## config.mk

```make
export PLATFORM = sky130hd
export DESIGN_NAME = baud_gen_flat
export DESIGN_NICKNAME = d
export VERILOG_FILES = /design/src/rtl/baud_gen_if.sv /design/src/rtl/baud_gen.sv /design/src/flat_wrapper.sv
export SDC_FILE = /design/constraint.sdc
export NUM_CORES = 1
export LEC_CHECK = 0
export ABC_AREA = 1
export ABC_CLOCK_PERIOD_IN_PS = 2350
export BUFFER_PORTS_ARGS = -buffer_cell sky130_fd_sc_hd__buf_2
export CORE_UTILIZATION = 35
export DETAILED_ROUTE_END_ITERATION = 8
export SYNTH_ARGS = -nofsm -noshare
export SYNTH_HDL_FRONTEND = slang
export SYNTH_SLANG_ARGS = --single-unit
```

## constraint.sdc

```tcl
create_clock -name clk -period 2.35 [get_ports clk]
set_input_delay 0.3525 -clock clk [delete_from_list [all_inputs] [get_ports clk]]
set_output_delay 0.3525 -clock clk [all_outputs]
set_load 0.02 [all_outputs]
```

## src/rtl/baud_gen_if.sv

```systemverilog
// Bus-side signal bundle for baud_gen: register access from the bus
// interface plus the tick and readback outputs.
interface baud_gen_if;
  logic       IOCS;
  logic       IORW;
  logic [1:0] IOADDR;
  logic [7:0] DATABUS_in;
  logic       Enable;
  logic       TxEnable;
  logic [7:0] DIV_OUT;
  logic       DIV_OE;

  modport master (
    output IOCS, IORW, IOADDR, DATABUS_in,
    input  Enable, TxEnable, DIV_OUT, DIV_OE
  );

  modport slave (
    input  IOCS, IORW, IOADDR, DATABUS_in,
    output Enable, TxEnable, DIV_OUT, DIV_OE
  );
endinterface

```

## src/rtl/baud_gen.sv

```systemverilog
// Programmable baud-rate generator: 16-bit down-counter produces a 16x
// oversample tick (Enable); a 4-bit prescaler derives the bit-rate tick
// (TxEnable). Divisor is written low byte (staged) then high byte (commit).
// Optional divisor readback is compiled in with macro BAUD_READBACK_EN.
module baud_gen #(
  parameter logic [15:0] DEFAULT_DIV = 16'd650
) (
  input  logic     clk,
  input  logic     rst,
  baud_gen_if.slave bus
);

  logic [15:0] div_q;
  logic [15:0] cnt_q;
  logic [7:0]  stage_q;
  logic [3:0]  pre_q;
  logic        enable_q;
  logic        tx_q;

  logic        wr;
  logic        lo_wr;
  logic        hi_wr;
  logic [15:0] new_div;

  // Decode register writes; only the divisor addresses are acted upon.
  always_comb begin
    wr      = bus.IOCS & ~bus.IORW;
    lo_wr   = wr & (bus.IOADDR == 2'b10);
    hi_wr   = wr & (bus.IOADDR == 2'b11);
    new_div = {bus.DATABUS_in, stage_q};
  end

  // Divisor registers, down-counter, prescaler and registered tick outputs.
  // A commit outranks the counter reaching zero, so no tick is emitted on
  // the commit edge and timing restarts from the new divisor.
  always_ff @(posedge clk or negedge rst) begin
    if (!rst) begin
      div_q    <= DEFAULT_DIV;
      stage_q  <= DEFAULT_DIV[7:0];
      cnt_q    <= DEFAULT_DIV;
      pre_q    <= '0;
      enable_q <= 1'b0;
      tx_q     <= 1'b0;
    end else begin
      if (lo_wr) begin
        stage_q <= bus.DATABUS_in;
      end
      if (hi_wr) begin
        div_q    <= new_div;
        cnt_q    <= new_div;
        pre_q    <= '0;
        enable_q <= 1'b0;
        tx_q     <= 1'b0;
      end else if (div_q == 16'h0000) begin
        cnt_q    <= '0;
        pre_q    <= '0;
        enable_q <= 1'b0;
        tx_q     <= 1'b0;
      end else if (cnt_q == 16'h0000) begin
        cnt_q    <= div_q;
        pre_q    <= pre_q + 4'd1;
        enable_q <= 1'b1;
        tx_q     <= (pre_q == 4'd15);
      end else begin
        cnt_q    <= cnt_q - 16'd1;
        enable_q <= 1'b0;
        tx_q     <= 1'b0;
      end
    end
  end

  assign bus.Enable   = enable_q;
  assign bus.TxEnable = tx_q;

`ifdef BAUD_READBACK_EN
  logic       oe_q;
  logic [7:0] out_q;

  // Registered readback of the active divisor, one clk after the read.
  always_ff @(posedge clk or negedge rst) begin
    if (!rst) begin
      oe_q  <= 1'b0;
      out_q <= '0;
    end else if (bus.IOCS && bus.IORW && bus.IOADDR[1]) begin
      oe_q  <= 1'b1;
      out_q <= bus.IOADDR[0] ? div_q[15:8] : div_q[7:0];
    end else begin
      oe_q  <= 1'b0;
      out_q <= '0;
    end
  end

  assign bus.DIV_OE  = oe_q;
  assign bus.DIV_OUT = out_q;
`else
  assign bus.DIV_OE  = 1'b0;
  assign bus.DIV_OUT = '0;
`endif

endmodule

```

## src/flat_wrapper.sv

```systemverilog
// flat-port wrapper written by rule: the top's interface ports become plain ports
module baud_gen_flat 
#(
  parameter logic [15:0] DEFAULT_DIV = 16'd650
)
  (clk, rst, bus_IOCS, bus_IORW, bus_IOADDR, bus_DATABUS_in, bus_Enable, bus_TxEnable, bus_DIV_OUT, bus_DIV_OE);
  baud_gen_if bus_i ();
  input  logic clk;
  input  logic rst;
  input wire logic [$bits(bus_i.IOCS)-1:0] bus_IOCS;
  input wire logic [$bits(bus_i.IORW)-1:0] bus_IORW;
  input wire logic [$bits(bus_i.IOADDR)-1:0] bus_IOADDR;
  input wire logic [$bits(bus_i.DATABUS_in)-1:0] bus_DATABUS_in;
  output wire logic [$bits(bus_i.Enable)-1:0] bus_Enable;
  output wire logic [$bits(bus_i.TxEnable)-1:0] bus_TxEnable;
  output wire logic [$bits(bus_i.DIV_OUT)-1:0] bus_DIV_OUT;
  output wire logic [$bits(bus_i.DIV_OE)-1:0] bus_DIV_OE;
  assign bus_i.IOCS = bus_IOCS;
  assign bus_i.IORW = bus_IORW;
  assign bus_i.IOADDR = bus_IOADDR;
  assign bus_i.DATABUS_in = bus_DATABUS_in;
  assign bus_Enable = bus_i.Enable;
  assign bus_TxEnable = bus_i.TxEnable;
  assign bus_DIV_OUT = bus_i.DIV_OUT;
  assign bus_DIV_OE = bus_i.DIV_OE;
  baud_gen #(.DEFAULT_DIV(DEFAULT_DIV)) u_core (.clk(clk), .rst(rst), .bus(bus_i));
endmodule
```

==> run summary <==
The number of synthesis warnings came out at 0. The number of register bits inferred by synthesis is 46. The first-pass GRT wire length came out at 8.59 mm. The number of design rule violations left after detail routing came out at 0. Clock-pin slew was measured on the worst setup and hold paths at 0.08 ns.

After synthesis, the cell types taking the most area are sky130_fd_sc_hd__dfrtp_1, sky130_fd_sc_hd__nand2_1, sky130_fd_sc_hd__dfstp_2, sky130_fd_sc_hd__nor2_1, sky130_fd_sc_hd__nand3_2. The placeable core area is 6940 um2. From synthesis to final layout, the design area changed by 9.29%. After synthesis, the mean cell area works out to 8.31 um2.

The highest clock rate is 521 MHz. The tree is rooted in a sky130_fd_sc_hd__clkbuf_8. The die covers 7660 um2. The antenna diode count came out at 0.

The hold buffer count at CTS is 1. The power density over the cells is 979 nW/um2. In the finished design, the share of the clock period the worst path needs comes to 0.816. Along the worst path, the maximum fanout reaches 21.

The number of sinks driven by the clock tree is 46. The aggregate global routing overflow came out at 0. Of the synthesized area, sequential elements account for 0.455. The net count of the finished layout is 342. The path class of the tightest hold or removal check is primary input to flop. The number of rows in the core area came out at 30. On the worst path, the slowest cell contributes a delay of 0.55 ns. The initial utilization of the core area, before any placement, comes to 0.368. The flow ran to the end, and the final reports show no timing, DRC or antenna violations.

Leaving out fill and tap cells, the most frequent cell in the layout is sky130_fd_sc_hd__nand2_1. The total of max-cap violations is 0. Counting both buffers and inverters, the worst setup path holds a total of 0. After detailed routing, the average wire length per cell comes to 12.1 um.

The maximum count of clock buffers along a single path is 2. The highest-delay cell along the critical path is sky130_fd_sc_hd__dfstp_2. The sequential share of power came out at 0.456.

The maximum number of pins on one net before global-route repair is 33. The clock tree skew after final layout came out at 0.00780 ns. The actual transition at the worst max-transition pin is 0.605 ns. The total clock buffers created by CTS came out at 5.

The family with the most delay on the worst path is simple AND/OR/NAND/NOR gates. The detail route stage leaves a number of antenna-violating nets equal to 0. The capturing element type of the critical path is a flop. The sum of negative setup slack came out at 0 ns.

The number of antenna violations at the first check in global routing is 0. The internal portion of total power came out at 0.00168 W. The reported net switching power is 0.00106 W.

The final-report hold violation count was 0. The setup slack after placement came out at 0.462 ns. The first-pass iteration count of the detailed router is 4.

At the end of routability-driven placement, the weighted congestion stood at 0.831. The required time of the critical path came out at 2.58 ns. The fraction of power spent switching nets came out at 0.387. The per-cell via count in the routed design is 4.61. The die span in x came out at 87.5 um. The leakage power of the design came out at 1.47 nW.

The routed layout has 1947 vias. The number of H-tree branching levels came out at 2. The total I/O pin count is 25. Setup repair after global routing left no endpoint under its margin. TritonCTS built the clock tree. During placement, the flow inserted port buffers numbering 15.

In the layout the commonest cells are sky130_fd_sc_hd__nand2_1, sky130_fd_sc_hd__dfrtp_1, sky130_fd_sc_hd__nor2_1. The slack of the worst reg-to-reg path is 0.43 ns. Counting every instance in the synthesized netlist gives 308. The mapped netlist covers 2560 um2. The critical path data arrival time is 2.15 ns. The post-detailed-placement half-perimeter wirelength came out at 3.92 mm. The count of cells resized by post-cts repair came out at 0. At the later pin of the worst-skew pair, clock insertion delay measures 0.30 ns. The count of endpoints failing setup in the final report came out at 0. The signal on the critical path passes through nor2_1 > nand3_1 > nor2_1 > nand2_2 > nand2_1 > nor2_4 > nand2_1 > nand3_1.

The global-route usage over all layers is 0.148. The maximum vdd ir drop came out at 0.457 mV. The max-slew headroom at the worst pin came out at 0.596.

The top cell type's share of synthesized area came out at 0.342. The first-iteration detailed-routing DRC count came out at 99. Setup slack on the critical path of the routed design comes to 0.432 ns. The count of distinct cell types in the synthesized netlist came out at 27. The clock period minus final worst setup slack came out at 1.92 ns. The max-slew violation total from the final report is 0. The layout cell share with drive strength beyond 1 came out at 0.242. The number of setup buffers added after CTS is 0.

The leading area contributor after synthesis is sky130_fd_sc_hd__dfrtp_1. The critical path is of the flop to flop type. The fraction of power consumed by the clock network came out at 0.181. The combinational share of power is 0.363. The aggregate routed wire length came out at 5.11 mm.

The worst setup path is launched from a flop. The height of the chip came out at 87.5 um. The via count of the first global-routing pass came out at 1758.
power groups by stage:
stage | logic, W | registers [W] | clock network, W
3_5_place_dp | 0.000988 | 0.00126 | 0
2_1_floorplan | 0.000824 | 0.00121 | 0
6_report | 0.000993 | 0.00125 | 0.000496
5_1_grt | 0.00114 | 0.00128 | 0.000540
4_1_cts | 0.00100 | 0.00125 | 0.000509
3_3_place_gp | 0.000979 | 0.00126 | 0
sequential cells by signal (all words and copies together), names as in the netlist:
register             count
u_core.bus.Enable        1
u_core.bus.TxEnable      1
u_core.cnt_q            16
u_core.div_q            16
u_core.pre_q             4
u_core.stage_q           8
worst register-to-register path, stage by stage (launching register included):
cell,delay (ns)
sky130_fd_sc_hd__dfstp_2,0.55
sky130_fd_sc_hd__nor2_1,0.05
sky130_fd_sc_hd__nand3_1,0.07
sky130_fd_sc_hd__nor2_1,0.05
sky130_fd_sc_hd__nand2_2,0.24
sky130_fd_sc_hd__nand2_1,0.15
sky130_fd_sc_hd__nor2_4,0.50
sky130_fd_sc_hd__nand2_1,0.13
sky130_fd_sc_hd__nand3_1,0.12
kinds of logic after synthesis:
family,after synthesis,share of synthesized area
flops,46,0.455
xor+xnor,8,0.0274
compound gates,12,0.0259
simple gates,187,0.356
buf+inv,43,0.0846
fa+ha+maj,3,0.0147
mux,8,0.0352
other cells,1,0.00147
synth_stat cells:
master / n
sky130_fd_sc_hd__mux2_2: 8
sky130_fd_sc_hd__nor2_4: 5
sky130_fd_sc_hd__nand2_1: 102
sky130_fd_sc_hd__conb_1: 1
sky130_fd_sc_hd__nand2_2: 12
sky130_fd_sc_hd__o21bai_1: 1
sky130_fd_sc_hd__nand4_1: 13
sky130_fd_sc_hd__o21ai_1: 2
sky130_fd_sc_hd__o21ai_0: 8
sky130_fd_sc_hd__nor2_8: 1
sky130_fd_sc_hd__nand3_1: 15
sky130_fd_sc_hd__nor2_1: 26
sky130_fd_sc_hd__buf_2: 2
sky130_fd_sc_hd__dfstp_2: 11
sky130_fd_sc_hd__nor2_2: 2
sky130_fd_sc_hd__nand3_2: 9
sky130_fd_sc_hd__xor2_1: 8
sky130_fd_sc_hd__buf_6: 2
sky130_fd_sc_hd__o21ai_2: 1
sky130_fd_sc_hd__ha_1: 3
sky130_fd_sc_hd__buf_4: 10
sky130_fd_sc_hd__inv_1: 21
sky130_fd_sc_hd__nand2_4: 1
sky130_fd_sc_hd__clkbuf_1: 2
sky130_fd_sc_hd__dfrtp_1: 35
sky130_fd_sc_hd__inv_2: 6
sky130_fd_sc_hd__nand3b_1: 1
per-layer routing:
metal | vias to the layer above | GRT usage | wire length, um
met1 | 919 | 0.210 | 2600
li1 | 991 | - | -
met4 | 0 | 0.0537 | 56
met3 | 6 | 0.0227 | 104
met5 | - | 0 | 0
met2 | 31 | 0.229 | 2350
through the flow:
| step | hold WS, ns | instances | power (W) | area [um2] | utilization |
|---|---|---|---|---|---|
| after global routing | 0.298 | 422 | 0.00296 | 2800 | 0.403 |
| after detailed placement | 0.293 | 413 | 0.00225 | 2700 | 0.388 |
| after floorplan | 0.0569 | 316 | 0.00204 | 2590 | - |
| final | 0.299 | 422 | 0.00274 | 2800 | 0.403 |
| after global placement | 0.291 | 413 | 0.00223 | 2700 | 0.388 |
| after CTS | 0.295 | 422 | 0.00276 | 2800 | 0.403 |
layout make-up:
cell class	count	area, um2
flip-flops and latches	46	1160
multi-input cells	227	1210
well taps	96	120
fillers	732	4150
clock buffers	8	90.1
inverters	27	101
repair buffers	18	113
worst paths after layout:
kind	from	to	cells after the start
worst max-delay path	u_core.div_q[9]	u_core.cnt_q[8]	8
worst min register to register	u_core.div_q[3]	u_core.div_q[3]	2
min in group asynchronous	rst	u_core.bus.Enable	2
worst max register to register	u_core.div_q[9]	u_core.cnt_q[8]	8
worst min-delay path	bus_DATABUS_in[6]	u_core.stage_q[6]	2
max in group asynchronous	rst	u_core.cnt_q[1]	3
Note: power is estimated with default switching activity, not from simulation.
